## src/rtl/dotprod_pkg.sv

```systemverilog
// Shared helpers for the dot-product PE: width arithmetic and the
// saturating accumulator add used by the S3 stage.
package dotprod_pkg;

    // Widest accumulator the saturating add supports (one bit of headroom).
    localparam int unsigned MAX_ACC_W = 63;

    typedef logic signed [MAX_ACC_W:0] wide_t;

    typedef struct packed {
        wide_t sum;
        logic  ovf;
    } sat_res_t;

    function automatic int unsigned clog2(input int unsigned v);
        int unsigned r;
        r = 0;
        while ((32'd1 << r) < v) r++;
        return r;
    endfunction

    // Width that holds a full LANES-wide sum of IN_W x IN_W products.
    function automatic int unsigned tree_w(input int unsigned in_w, input int unsigned lanes);
        return 2 * in_w + clog2(lanes);
    endfunction

    localparam int unsigned TREE_W = tree_w(8, 8);

    // a + b checked against the signed w-bit range; clamps when sat is set,
    // otherwise returns the exact sum for the caller to truncate.
    function automatic sat_res_t sat_add(input wide_t a, input wide_t b,
                                         input logic sat, input int unsigned w);
        sat_res_t r;
        wide_t    nxt;
        wide_t    max_v;
        wide_t    min_v;
        nxt   = a + b;
        max_v = wide_t'((64'd1 << (w - 1)) - 64'd1);
        min_v = ~max_v;
        r.ovf = (nxt > max_v) || (nxt < min_v);
        if (r.ovf && sat) begin
            r.sum = (nxt < 0) ? min_v : max_v;
        end else begin
            r.sum = nxt;
        end
        return r;
    endfunction

endpackage

```

## src/rtl/dotprod_tree.sv

```systemverilog
// Combinational balanced binary adder tree over LANES signed terms.
// Each level halves the node count; the result register lives in the parent.
module dotprod_tree
    import dotprod_pkg::*;
#(
    parameter int unsigned LANES    = 8,
    parameter int unsigned IN_SUM_W = 17,
    parameter int unsigned OUT_W    = 20
) (
    input  logic [LANES*IN_SUM_W-1:0] terms,
    output logic signed [OUT_W-1:0]   sum
);

    localparam int unsigned LEVELS = clog2(LANES);

    for (genvar l = 0; l <= LEVELS; l++) begin : g_lvl
        logic signed [OUT_W-1:0] n [LANES >> l];
        for (genvar j = 0; j < (LANES >> l); j++) begin : g_node
            if (l == 0) begin : g_leaf
                logic signed [IN_SUM_W-1:0] leaf;
                assign leaf = terms[j*IN_SUM_W +: IN_SUM_W];
                assign n[j] = OUT_W'(leaf);
            end else begin : g_add
                assign n[j] = g_lvl[l-1].n[2*j] + g_lvl[l-1].n[2*j+1];
            end
        end
    end

    assign sum = g_lvl[LEVELS].n[0];

endmodule

```

## src/rtl/dotprod_pe.sv

```systemverilog
// Dot-product processing element: LANES products per beat (S1), adder-tree
// reduction (S2), then accumulation with optional saturation and a sticky
// overflow flag (S3). A single stall condition freezes the whole pipeline.
module dotprod_pe
    import dotprod_pkg::*;
#(
    parameter int unsigned LANES = 8,
    parameter int unsigned IN_W  = 8,
    parameter int unsigned ACC_W = 32
) (
    input  logic                    clk,
    input  logic                    rst,
    input  logic                    in_valid,
    output logic                    in_ready,
    input  logic [LANES*IN_W-1:0]   in_a,
    input  logic [LANES*IN_W-1:0]   in_b,
    input  logic                    in_last,
    input  logic                    signed_mode,
    input  logic                    sat_en,
    output logic                    out_valid,
    input  logic                    out_ready,
    output logic [ACC_W-1:0]        out_data,
    output logic                    out_ovf
);

    // Products carry one extra bit so unsigned and signed values share a
    // single signed tree without ambiguity.
    localparam int unsigned PROD_W = 2 * IN_W + 1;
    localparam int unsigned SUM_W  = tree_w(IN_W, LANES) + 1;

    if (ACC_W < tree_w(IN_W, LANES)) begin : g_bad_acc_w
        $error("dotprod_pe: ACC_W too narrow for LANES and IN_W");
    end
    if (ACC_W > MAX_ACC_W) begin : g_bad_acc_max
        $error("dotprod_pe: ACC_W exceeds supported maximum");
    end
    if (LANES < 2 || LANES > 32 || (LANES & (LANES - 1)) != 0) begin : g_bad_lanes
        $error("dotprod_pe: LANES must be a power of two in 2..32");
    end

    logic stall;
    assign stall    = out_valid && !out_ready;
    assign in_ready = !stall;

    logic [LANES*PROD_W-1:0] prod_next;

    for (genvar i = 0; i < LANES; i++) begin : g_lane
        logic signed [IN_W:0]     a_x;
        logic signed [IN_W:0]     b_x;
        logic signed [PROD_W-1:0] p;
        assign a_x = {signed_mode & in_a[i*IN_W + IN_W - 1], in_a[i*IN_W +: IN_W]};
        assign b_x = {signed_mode & in_b[i*IN_W + IN_W - 1], in_b[i*IN_W +: IN_W]};
        assign p   = PROD_W'(a_x) * PROD_W'(b_x);
        assign prod_next[i*PROD_W +: PROD_W] = p;
    end

    logic                    v1, last1, sat1;
    logic [LANES*PROD_W-1:0] prods1;
    logic                    v2, last2, sat2;
    logic signed [ACC_W-1:0] sum2;
    logic signed [SUM_W-1:0] tree_sum;

    dotprod_tree #(
        .LANES    (LANES),
        .IN_SUM_W (PROD_W),
        .OUT_W    (SUM_W)
    ) u_tree (
        .terms (prods1),
        .sum   (tree_sum)
    );

    // S1/S2: register products and the reduced sum, holding on stall.
    always_ff @(posedge clk or posedge rst) begin
        if (rst) begin
            v1     <= 1'b0;
            last1  <= 1'b0;
            sat1   <= 1'b0;
            prods1 <= '0;
            v2     <= 1'b0;
            last2  <= 1'b0;
            sat2   <= 1'b0;
            sum2   <= '0;
        end else if (!stall) begin
            v1     <= in_valid;
            last1  <= in_last;
            sat1   <= sat_en;
            prods1 <= prod_next;
            v2     <= v1;
            last2  <= last1;
            sat2   <= sat1;
            sum2   <= ACC_W'(tree_sum);
        end
    end

    logic signed [ACC_W-1:0] acc;
    logic                    ovf_acc;
    logic signed [ACC_W-1:0] acc_nxt;
    logic                    ovf_nxt;
    sat_res_t                sres;

    // S3 combinational: accumulate the incoming beat sum with range check.
    always_comb begin
        sres    = sat_add(wide_t'(acc), wide_t'(sum2), sat2, ACC_W);
        acc_nxt = ACC_W'(sres.sum);
        ovf_nxt = sres.ovf;
    end

    // S3 registers: accumulator, sticky overflow and the output slot; a last
    // beat may refill the slot on the same edge it is popped.
    always_ff @(posedge clk or posedge rst) begin
        if (rst) begin
            acc       <= '0;
            ovf_acc   <= 1'b0;
            out_valid <= 1'b0;
            out_data  <= '0;
            out_ovf   <= 1'b0;
        end else if (!stall) begin
            if (v2 && last2) begin
                out_valid <= 1'b1;
                out_data  <= acc_nxt;
                out_ovf   <= ovf_acc | ovf_nxt;
                acc       <= '0;
                ovf_acc   <= 1'b0;
            end else begin
                if (v2) begin
                    acc     <= acc_nxt;
                    ovf_acc <= ovf_acc | ovf_nxt;
                end
                if (out_ready) out_valid <= 1'b0;
            end
        end
    end

endmodule

```

## config.mk

```make
export PLATFORM = sky130hd
export DESIGN_NAME = dotprod_pe
export DESIGN_NICKNAME = d
export VERILOG_FILES = /design/src/rtl/dotprod_pkg.sv /design/src/rtl/dotprod_tree.sv /design/src/rtl/dotprod_pe.sv
export SDC_FILE = /design/constraint.sdc
export NUM_CORES = 2
export LEC_CHECK = 0
export ABC_AREA = 1
export CAP_MARGIN = 20
export CORE_UTILIZATION = 60
export DETAILED_ROUTE_END_ITERATION = 6
export PLACE_DENSITY = 0.85
export RECOVER_POWER = 100
export SLEW_MARGIN = 10
export SYNTH_ARGS = -nofsm -noshare
export SYNTH_HDL_FRONTEND = slang
export SYNTH_HIERARCHICAL = 1
export SYNTH_SLANG_ARGS = --single-unit
export TNS_END_PERCENT = 30
```

## constraint.sdc

```tcl
create_clock -name clk -period 8.4 [get_ports clk]
set_clock_uncertainty 0.1 [all_clocks]
set_input_delay 0.84 -clock clk [delete_from_list [all_inputs] [get_ports clk]]
set_output_delay 0.84 -clock clk [all_outputs]
set_load 0.03 [all_outputs]
```

==> flow_summary.toml <==
[global_route]
met1_usage_pct = 37.3
grt_pass1_wl_um = 156000
grt_overflow = 0
grt.met3_usage_pct = 2.69
grt_antenna_before_repair = 5
grt_use_total_pct = 28.8
gr-max-usage-layer = "met2"
grt_max_degree = 85
grtUsageMet2_pct = 50.3
grt_pass1_vias = 32586

[timing]
final-setup-viol-count = 0
fmax_mhz = 138
setup_tns_ps = 0
slew_violations = 510
rsz0062_at_grt = "false"
fin_crit_sh_pct = 86.5
tightest_slew_ps = 3610
finalHoldViolCount = 0
maxSlewHeadroom_pct = -142
hold_ws_ps = 370
min_period_ps = 7270

[cts]
cts_setup_buffers = 0
cts_tree = "built"
root_buffer = "clkbuf_16"
cts.sink_count = 229
cts_made_buffers = 26
cts_resized = 0
h-tree-depth = 1
insertion_delay_ps = 560
postCtsHoldBufs = 0
clk_path_buf_depth = 3
clkSlewWorstSetupHoldPaths_ps = 60

[setup_path]
crit_top_cell = "nand2_1"
critPathTopFamily = "adder cells"
crit_path_max_fanout = 8
required_ps = 8590
critPathCaptureType = "flop"
crit_slowest_cell = "dlygate4sd3_1"
reg2reg_depth = 13
critPathArrivalTime_ps = 7460
worst-path-stages = 32
critPathLaunchType = "primary input"
crit_buf_inv = 9
worstSetupPathType = "primary input to flop"
slowest_delay_ps = 1080

[synthesis]
seq_area_frac_synth_pct = 14.7
mappedNetlistArea_um2 = 38900
synth_area_leaders = "fa_1 (33%), nand2_1 (15%), dfrtp_1 (15%), inv_1 (14%), ha_1 (11%)"
ys.flop_type = "dfrtp_1"
synth_top_area_share_pct = 33.1
yosysTopAreaCell = "fa_1"
avgSynthCellArea_um2 = 7.60
syn_inst = 5110
synth_fp_nets = 6219
yosysUniqueCellTypes = 44
yosysMostFrequentCell = "nand2_1"
synthArstFlopShare_pct = 100
synth_common_cells = "nand2_1 (1,533), inv_1 (1,410), fa_1 (642), ha_1 (332), dfrtp_1 (229)"
ys_ff_latch = 229
yosys_warnings = 6
synth-edff-count = 0

[run_status]
violations = "capacitance limit, slew limit"
outcome = "complete, but fails checks"

[floorplan]
fp.dieH_um = 256
io_pins = 170
dieWidth_um = 256
dieArea_um2 = 65800
start_util_pct = 61.2
core_area_um2 = 63500
rows = 92

[drt]
wl_um = 90600
drt-initial-drc-count = 2315
vias_per_cell = 5.16
dr.pass1.iters = 6
routedWlPerCell_um = 15.1
drc = 0
vias = 30980
ant_nets = 0

[run]
maxCapViolations = 7

[placed_design]
finalWeightedCongestion = 0.967
port_buffers = 169
dpl_cell_area_um2 = 41000
dp_hpwl_um = 74300

[final_layout]
post-route-util_pct = 66.0
drive_gt1_share_pct = 2.43
num-fill-cells = 5185
nNetsFinal = 6242
fin_area_um2 = 41900
area_growth_pct = 7.85

[hold_path]
hp-class = "flop to flop"
worstHoldPathCells = 2
==> cell usage in the layout (no fill, tap or decap), types with 44 or more instances in the layout <==
master / netlist / routed
nand2_1: 1533 / 1533
ha_1: 332 / 332
fa_1: 642 / 642
o21ai_0: 104 / 104
a21oi_1: 107 / 107
xor2_1: 59 / 59
nor2_1: 221 / 220
clkdlybuf4s50_1: 0 / 130
inv_1: 1410 / 1409
dfrtp_1: 229 / 229
nand3_1: 70 / 70
xnor2_1: 44 / 44
==> registers in the layout, summed over array words and instances (netlist names) <==
register	flops
out_valid	1
out_ovf	1
sum2	20
sat1	1
sat2	1
v1	1
last2	1
ovf_acc	1
prods1	136
last1	1
v2	1
out_data	32
acc	32
==> metal layers <==
metal,part of all wire [%],up-vias
li1,-,14670
met1,41,15035
met2,50,1009
met3,5.5,266
met4,4.2,0
met5,0,-
==> worst paths after layout <==
check	start	end	slack, ps
worst min-delay path	out_data[3]$_DFFE_PP0P_	out_data[3]$_DFFE_PP0P_	370
worst max register to register	out_valid$_DFFE_PP0P_	acc[8]$_DFFE_PP0P_	1790
min in group asynchronous	rst	out_data[4]$_DFFE_PP0P_	1710
max in group asynchronous	rst	prods1[43]$_DFFE_PP0N_	3480
worst max-delay path	signed_mode	prods1[32]$_DFFE_PP0N_	1130
worst min register to register	out_data[3]$_DFFE_PP0P_	out_data[3]$_DFFE_PP0P_	370
==> cell type report <==
cell class	count	area (um2)	area share, %
diodes	6	15.0	0.0358
clock inverters	18	259	0.618
inverters	1416	5320	12.7
well taps	846	1060	2.53
repair buffers	180	1740	4.15
clock buffers	30	717	1.71
flip-flops and latches	229	5730	13.7
multi-input cells	3280	27100	64.6
==> stage by stage <==
step	instances	setup slack [ps]
after floorplan	5110	1180
after global placement	5950	982
after detailed placement	5950	811
after CTS	5998	1350
after global routing	6004	736
final	6005	1130
==> cells by family after synthesis <==
| group | Yosys count | synth area share, % |
|---|---|---|
| muxes | 1 | 0.0290 |
| and+or+nand+nor | 1924 | 19.5 |
| adders and majority gates | 974 | 43.8 |
| AOI/OAI and AO/OA | 277 | 3.96 |
| buffers and inverters | 1601 | 15.6 |
| DFF | 229 | 14.7 |
| xor gates and xnor gates | 104 | 2.36 |
==> worst min-delay path: cells and delay by family, from the launching register on <==
kind          cells  cell delay, ps
flops             1             330
simple gates      2             100
Power is not shown: default switching activity piles up to over one toggle a cycle in this logic, so the estimate is an artifact.
